==> src/rtl/uart_stream_emitter.sv <==
// AXI-Stream to UART transmitter: byte FIFO feeding a start/data/parity/stop serialiser,
// with end-of-frame pulse for tlast bytes and a status LED.
module uart_stream_emitter #(
    parameter int unsigned CLK_FREQ_HZ = 16_000_000,
    parameter int unsigned BAUD        = 57_600,
    parameter int unsigned DEPTH       = 16,
    parameter int unsigned PARITY      = 0,
    parameter int unsigned STOP_BITS   = 1,
    parameter int unsigned LED_MODE    = 0,
    parameter int unsigned LED_HOLD    = 1_000_000
) (
    input  logic       i_clk,
    input  logic       i_rst,
    input  logic [7:0] i_tdata,
    input  logic       i_tlast,
    input  logic       i_tvalid,
    output logic       o_tready,
    output logic       o_uart_tx,
    output logic       o_busy,
    output logic       o_frame_done,
    output logic       o_led
);

    localparam int unsigned DIV = (CLK_FREQ_HZ + BAUD / 2) / BAUD;
    localparam int unsigned AW  = (DEPTH > 2) ? $clog2(DEPTH) : 1;
    localparam int unsigned CW  = (DIV > 2) ? $clog2(DIV) : 1;
    localparam int unsigned LW  = $clog2(LED_HOLD + 2);
    localparam logic [CW-1:0] DIV_M1   = CW'(DIV - 1);
    localparam logic [AW:0]   FULL_CNT = (AW + 1)'(DEPTH);
    localparam logic [LW-1:0] LED_LOAD = LW'(LED_HOLD);

    if (DIV < 2 || DEPTH < 2 || (DEPTH & (DEPTH - 1)) != 0 || (STOP_BITS != 1 && STOP_BITS != 2)
        || PARITY > 2 || LED_MODE > 1) begin : gen_param_check
        $error("uart_stream_emitter: illegal parameter combination");
    end

    typedef enum logic [2:0] {StIdle, StStart, StData, StParity, StStop} state_e;

    logic [8:0]    mem [DEPTH];
    logic [AW-1:0] wptr, rptr;
    logic [AW:0]   count, count_next;
    logic [8:0]    head;
    logic          push, pop;

    state_e        state;
    logic [CW-1:0] baud_cnt;
    logic [2:0]    bit_idx;
    logic          stop_idx;
    logic [7:0]    shreg;
    logic          last_q, par_q, tx_q, frame_done_q, busy_q;
    logic          bit_end, frame_end, fsm_active_next;
    logic [LW-1:0] led_cnt;

    assign o_tready = !i_rst && (count != FULL_CNT);
    assign push     = i_tvalid && o_tready;
    assign head     = mem[rptr];

    assign bit_end   = (baud_cnt == '0);
    assign frame_end = (state == StStop) && bit_end && (stop_idx == 1'(STOP_BITS - 1));
    // The idle and final-stop pops both chain straight into a start bit
    assign pop       = (count != '0) && ((state == StIdle) || frame_end);
    assign fsm_active_next = pop || ((state != StIdle) && !frame_end);

    always_comb begin
        count_next = count;
        if (push && !pop) begin
            count_next = count + 1'b1;
        end else if (pop && !push) begin
            count_next = count - 1'b1;
        end
    end

    always_ff @(posedge i_clk) begin
        if (push) begin
            mem[wptr] <= {i_tlast, i_tdata};
        end
    end

    always_ff @(posedge i_clk) begin
        if (i_rst) begin
            wptr  <= '0;
            rptr  <= '0;
            count <= '0;
        end else begin
            if (push) wptr <= wptr + 1'b1;
            if (pop)  rptr <= rptr + 1'b1;
            count <= count_next;
        end
    end

    always_ff @(posedge i_clk) begin
        if (i_rst) begin
            state        <= StIdle;
            baud_cnt     <= '0;
            bit_idx      <= '0;
            stop_idx     <= 1'b0;
            shreg        <= '0;
            last_q       <= 1'b0;
            par_q        <= 1'b0;
            tx_q         <= 1'b1;
            frame_done_q <= 1'b0;
            busy_q       <= 1'b0;
        end else begin
            frame_done_q <= frame_end && last_q;
            busy_q       <= (count_next != '0) || fsm_active_next;
            if (pop) begin
                state    <= StStart;
                baud_cnt <= DIV_M1;
                shreg    <= head[7:0];
                last_q   <= head[8];
                par_q    <= (PARITY == 1) ? ~^head[7:0] : ^head[7:0];
                tx_q     <= 1'b0;
            end else if (state != StIdle) begin
                if (!bit_end) begin
                    baud_cnt <= baud_cnt - 1'b1;
                end else begin
                    baud_cnt <= DIV_M1;
                    unique case (state)
                        StStart: begin
                            state   <= StData;
                            bit_idx <= '0;
                            tx_q    <= shreg[0];
                        end
                        StData: begin
                            if (bit_idx == 3'd7) begin
                                if (PARITY != 0) begin
                                    state <= StParity;
                                    tx_q  <= par_q;
                                end else begin
                                    state    <= StStop;
                                    stop_idx <= 1'b0;
                                    tx_q     <= 1'b1;
                                end
                            end else begin
                                bit_idx <= bit_idx + 3'd1;
                                shreg   <= shreg >> 1;
                                tx_q    <= shreg[1];
                            end
                        end
                        StParity: begin
                            state    <= StStop;
                            stop_idx <= 1'b0;
                            tx_q     <= 1'b1;
                        end
                        StStop: begin
                            tx_q <= 1'b1;
                            if (frame_end) begin
                                state <= StIdle;
                            end else begin
                                stop_idx <= 1'b1;
                            end
                        end
                        default: state <= StIdle;
                    endcase
                end
            end
        end
    end

    always_ff @(posedge i_clk) begin
        if (i_rst) begin
            led_cnt <= '0;
        end else if (state != StIdle) begin
            led_cnt <= LED_LOAD;
        end else if (led_cnt != '0) begin
            led_cnt <= led_cnt - 1'b1;
        end
    end

    assign o_uart_tx    = tx_q;
    assign o_busy       = busy_q;
    assign o_frame_done = frame_done_q;
    assign o_led        = (LED_MODE == 1) ? (led_cnt != '0) : tx_q;

endmodule
==> config.mk <==
export PLATFORM = sky130hd
export DESIGN_NAME = uart_stream_emitter
export DESIGN_NICKNAME = d
export VERILOG_FILES = /design/src/rtl/uart_stream_emitter.sv
export SDC_FILE = /design/constraint.sdc
export NUM_CORES = 1
export LEC_CHECK = 0
export ABC_AREA = 1
export CORE_MARGIN = 10
export CORE_UTILIZATION = 56
export DETAILED_ROUTE_END_ITERATION = 16
export PLACE_DENSITY_LB_ADDON = 0.25
export SYNTH_ARGS = -nofsm -noshare
export SYNTH_HDL_FRONTEND = slang
export SYNTH_SLANG_ARGS = --single-unit
==> constraint.sdc <==
create_clock -name i_clk -period 2 [get_ports i_clk]
set_clock_uncertainty 0.05 [all_clocks]
set_input_delay 0.3 -clock i_clk [delete_from_list [all_inputs] [get_ports i_clk]]
set_output_delay 0.3 -clock i_clk [all_outputs]
set_load 0.02 [all_outputs]
; ---- Word-level counts from Yosys, hierarchy flattened
; Memory sizes are Yosys's and may differ from the RTL's. A register that Yosys moved wholly into a read port is not among the register bits.
; Index checks and enable logic that the tools add are counted.
[word_totals]
ram_bits = 144
memories = 1
elab_cells = 101
inputBits = 12
regBits = 41
output_inout_bits = 5
[classes]
n_addsub = 6
bitwise_logic = 2
mux = 30
n_eq_ne = 13
n_reduce_logical = 35
[mem_list]
columns = memory, depth, width, read_ports, rd_clocked_by_memory_dff, wr, line
row1 = mem, 16, 9, 1, 1, 1, 39  ; logic [8:0] mem [DEPTH];
[ops]
columns = op, n
row1 = 8-bit 2-to-1 mux, 5
row2 = 9-bit 2-to-1 mux, 3
row3 = 3-bit one-hot mux with 4 select lines, 1
row4 = 4-bit AND reduction, 3
row5 = 1-bit 2-to-1 mux, 11
row6 = 5-bit 2-to-1 mux, 2
row7 = 2-bit inequality test (second input constant), 5
row8 = 5-bit nonzero test, 2
row9 = 1-bit logical AND, 9
row10 = 9-bit logical NOT, 1
row11 = 3-bit 2-to-1 mux, 3
row12 = 9-bit by 1-bit subtractor with 9-bit output (second input constant), 1
row13 = 4-bit by 1-bit adder with 4-bit output (second input constant), 2
row14 = 4-bit 2-to-1 mux, 2
row15 = 2-bit nonzero test, 4
row16 = 3-bit by 2-bit equality test with 1-bit output (second input constant), 2
row17 = 3-bit equality test (second input constant), 2
row18 = 3-bit inequality test (second input constant), 2
row19 = 1-bit one-hot mux with 3 select lines, 2
row20 = 3-bit one-hot mux with 2 select lines, 1
row21 = 6-bit AND reduction, 1
row22 = 3-bit nonzero test, 2
row23 = 5-bit by 1-bit adder with 5-bit output (second input constant), 1
row24 = 5-bit inequality test (second input constant), 1
row25 = 11 further kinds, 18

; ---- Logic depth before layout (Yosys ltp)
[depth]
word_depth = 10
depth_mapped = 15
ltp_nobuf = 15

; ---- Worst setup path after synthesis
; No wires, ideal clock.
[synth_path]
path_type = flip-flop to flip-flop
from = register count[0]
to = memory mem[3][0], enable pin
slack_ns = -0.086
setup_ns = 0.374
required_time_ns = 1.576
stages_incl_launch_ff = 10
arrival_time_ns = 1.661
path_buffers = 0
synth_period_minus_slack_ns = 2.086
path_cell_list = dfxtp_1 -> inv_1 -> ha_1 -> nand3_1 -> nand2_1 -> inv_2 -> nand2_2 -> inv_2 -> nand3_1 -> nor2_1
[synth_via]
elab_chain_cells = 5
[synth_rtl]
columns = item, line
row1 = start: declaration, 41  ; logic [AW:0] count, count_next;
row2 = start signal: assignment, 87  ; count <= count_next;
row3 = 5-bit inequality test, 54  ; assign o_tready = !i_rst && (count != FULL_CNT);
row4 = 1-bit logical AND, 54
row5 = named net o_tready, 17  ; output logic o_tready,
row6 = 1-bit logical AND, 55  ; assign push = i_tvalid && o_tready;
row7 = 1-bit 2-to-1 mux, 74  ; if (push) begin
row8 = 1-bit 2-to-1 mux (implied by the code), 75  ; mem[wptr] <= {i_tlast, i_tdata};
row9 = end: declaration, 39
; The timed path passes the listed nets, and every way through them passes these cells.

; ---- Worst setup path after layout
[layout_path]
from = register baud_cnt[0]
to = register shreg[4]
[layout_via]
elab_chain_cells = 7
word_cells_on_any_way = 11
classes_between = 1 x eq/ne / 1 x mux / 9 x reduce/logical
[layout_rtl]
columns = item, line
row1 = start: declaration, 46  ; logic [CW-1:0] baud_cnt;
row2 = start signal: assignment, 115  ; baud_cnt <= baud_cnt - 1'b1;
row3 = 9-bit logical NOT (*), 58  ; assign bit_end = (baud_cnt == '0);
row4 = 1-bit logical AND (2 in series), 59  ; assign frame_end = (state == StStop) && bit_end && (stop_idx == 1'(STOP_BITS - 1));
row5 = 1-bit logical OR, 61  ; assign pop = (count != '0) && ((state == StIdle) || frame_end);
row6 = 1-bit logical AND, 61
row7 = 2-bit inequality test (no line) or 2-bit nonzero test (tied branches), --
row8 = 4-bit AND reduction (no line), --
row9 = end signal: assignment, 109  ; shreg <= head[7:0];
row10 = end signal: assignment, 136  ; shreg <= shreg >> 1;
row11 = end: declaration, 49  ; logic [7:0] shreg;
; Mark *: on every way between the ends. The rest lies on a longest branch, timed or not.
; A chain may end at the register's enable or synchronous reset.

==> metrics <==
distinct cell type count after synthesis=40; endpoint class of the critical path=flop; combined buffer and inverter count along the critical path=2; HPWL after DPL=12,400 um; number of antenna violations at the first check in global routing=0; post-route minimum period=between 1.5 and 2 ns; destination of the worst register-to-register timing path=shreg[4]; standby leakage power=around 3.3 nW; area share of the largest cell type after synthesis=0.543; depth of the most critical reg-to-reg path=12; CP cell instances=inv_2 > ha_4 > inv_2 > nor2_2 > nand2_1 > nor2_2 > nand2_2 > nand2_4 > nand2_8 > a21oi_4 > o211ai_1 > a21oi_1; Synth area leader=edfxtp_1; Hold-fix buffers, CTS=0; first-pass GRT wire length=around 30,000 um; Area contributors post-synth=edfxtp_1, dfxtp_1, nor2_1; Non-Filler Instances=980; fraction of final layout cells with drive strength greater than 1=0.158; Hold Path End=stop_idx; RSZ-0062 raised after global routing=true; total vias in the final route=~5,700; CTS buffer count=17; Synth Cell Area=around 0.008 mm2; Die Outline Area=~0.019 mm2; Total Routing Usage GR=0.195; power per standard cell area=around 1300 mW/mm2; result of the run=finished, final reports clean; global-route met2 utilization=0.327; Setup TNS=0 ns; Final period util=0.980; register area share after synthesis=0.656; final net count=~810; clock latency at the later pin of the worst-skew pair=0.43 ns; Tightest Hold Check Type=reg2reg; count of unresolved DRC violations after routing=0; largest net degree at the start of global routing=72; number of synthesis warnings=0; placeable core region=0.0139 mm2; top library cells by usage in the layout, fill and taps aside=edfxtp_1, nor2_1, o21ai_0; via count of the first global-routing pass=5,603; DIE WIDTH=139 um; library cell used as clock root buffer=clkbuf_16; Reg-to-Reg Start=baud_cnt[0]; critical path launch point=baud_cnt[0]; Final Hold Fails=0; diode insertion count for antenna repair=0; Remaining Overflow, GRT=0; grt met1 use=0.241; achievable clock frequency=about 0.5 GHz; internal reg-to-reg setup slack=0.04 ns; y dimension of the die=about 140 um; critical path start-end classification=reg2reg; slowest CP cell=dfxtp_2; critical-path maximum fanout=8; TritonCTS clock tree=done; layout overhead on the synthesized area=16.5%; clock-pin slew on the worst setup and hold paths=~0.06 ns; DR vias/cell=approximately 5.8; number of cell rows=43; count of placed standard cells including taps=945; H-tree depth=4; Least-Margin Pin Slew=0.539 ns; CP Data Required Time=2.30 ns; mean instance size in the synthesized netlist=10.8 um2; launch instance of the worst min-delay path=stop_idx; Final GP Congestion=0.912; gr busiest metal=met2; worst path arrival time=2.26 ns; startpoint class of the critical path=flop; # IOs=17; number of detailed-routing iterations run before antenna repair=5; stage delay of the slowest cell on the critical path=0.32 ns; Slew headroom=0.638; Synth Register Bits=189; met3 demand-to-capacity share in global routing=0.0436; post-detailed-route count of antenna-violating nets=0; instance count along the most critical hold path=2; effective utilization at floorplan=0.572; synthesized instance count=736; maximum number of buffers from clock root to sink=2; worst supply voltage drop on vdd=783 uV; initial DRC count=845; most common library cell in the layout ignoring fill and taps=edfxtp_1; clock sink count=189; top cell family by delay on the critical path=compound AO/OA/AOI/OAI gates; Syn Nets=between 700 and 800; mean routed wirelength per cell=19.6 um; Maximum Capacitance Violations=0; final number of setup-violating endpoints=0; final max-slew violation count=0; drt total wl=approximately 19,000 um; # port buffers=16
-- cell type report --
type	instances	area (um2)
sequential	189	5230
inverter	45	176
clock inverter	8	95.1
timing repair buffer	70	631
clock buffer	22	444
tap	180	225
fill	1019	4660
multi-input combinational	466	2480
-- state kept, by name, summed over array words and instances (netlist names), named ones only --
signal	cells
last_q	1
baud_cnt	9
o_frame_done	1
stop_idx	1
state	3
shreg	8
o_busy	1
rptr	4
count	5
wptr	4
bit_idx	3
o_led	1
mem	144
-- routing by layer --
layer | part of all wire | up-vias | wire (um)
li1 | - | 2714 | -
met4 | 0.024 | 0 | 453
met1 | 0.41 | 2751 | 7890
met5 | 0 | - | 0
met3 | 0.063 | 41 | 1210
met2 | 0.50 | 221 | 9680
-- worst reg2reg max path: stages (launching register included) --
cell and delay [ns]:
dfxtp_2 0.32, inv_2 0.07, ha_4 0.13, inv_2 0.03
nor2_2 0.10, nand2_1 0.09, nor2_2 0.14, nand2_2 0.08
nand2_4 0.11, nand2_8 0.09, a21oi_4 0.30, o211ai_1 0.16
a21oi_1 0.20
-- kinds of logic after synthesis --
family / after synthesis / share of synthesized area
XOR/XNOR: 7 / 0.00770
flip-flops: 189 / 0.656
adder cells (fa/ha/maj): 12 / 0.0188
AND/OR/NAND/NOR: 278 / 0.150
buffers and inverters: 81 / 0.0418
AO/OA/AOI/OAI: 169 / 0.126
-- synthesized netlist by cell type, drive strengths merged --
cell type	count
a211oi	2
a21oi	38
a221oi	1
a22oi	3
a311oi	1
a31oi	3
a41oi	1
buf	16
clkbuf	20
clkinv	2
dfxtp	45
edfxtp	144
ha	12
inv	43
nand2	74
nand3	51
nand4	4
nor2	143
nor3	5
nor4	1
o211a	1
o211ai	35
o21a	1
o21ai	77
o221ai	4
o22ai	1
o31ai	1
xor2	7
-- stage by stage --
stage                     power, mW  hold slack [ns]  cell area [um2]  worst slack [ns]  utilization
after detailed placement       8.65            0.381             8630           -0.0545        0.619
after global placement         8.55            0.377             8630          -0.00140        0.619
after CTS                      11.8            0.405             9170            0.0156        0.658
final                          12.0            0.404             9280            0.0402        0.666
after floorplan                7.50            0.349             7970           -0.0857            -
after global routing           12.7            0.423             9280            -0.124        0.666
-- where the power goes --
part	internal, mW	switching, mW
logic	1.47	2.67
clock network	1.82	1.35
registers	4.50	0.222
total	7.79	4.24
-- worst max path at each step --
| stage | endpoint | slack, ns | cells past startpoint |
|---|---|---|---|
| finish | shreg[4] | 0.04 | 12 |
| CTS | mem[8][4] | 0.02 | 10 |
| global placement | mem[9][7] | -0.001 | 9 |
| global route | shreg[6] | -0.12 | 12 |
| floorplan | mem[3][0] | -0.09 | 9 |
| detailed placement | mem[8][5] | -0.05 | 9 |
-- what timing repair did --
action	CTS	global route
buffers inserted	0	4
pin swaps	0	9
gates cloned	0	1
resized for setup	5	25
endpoints found under the setup margin	4	127
Power figures use the tool's default switching activity.
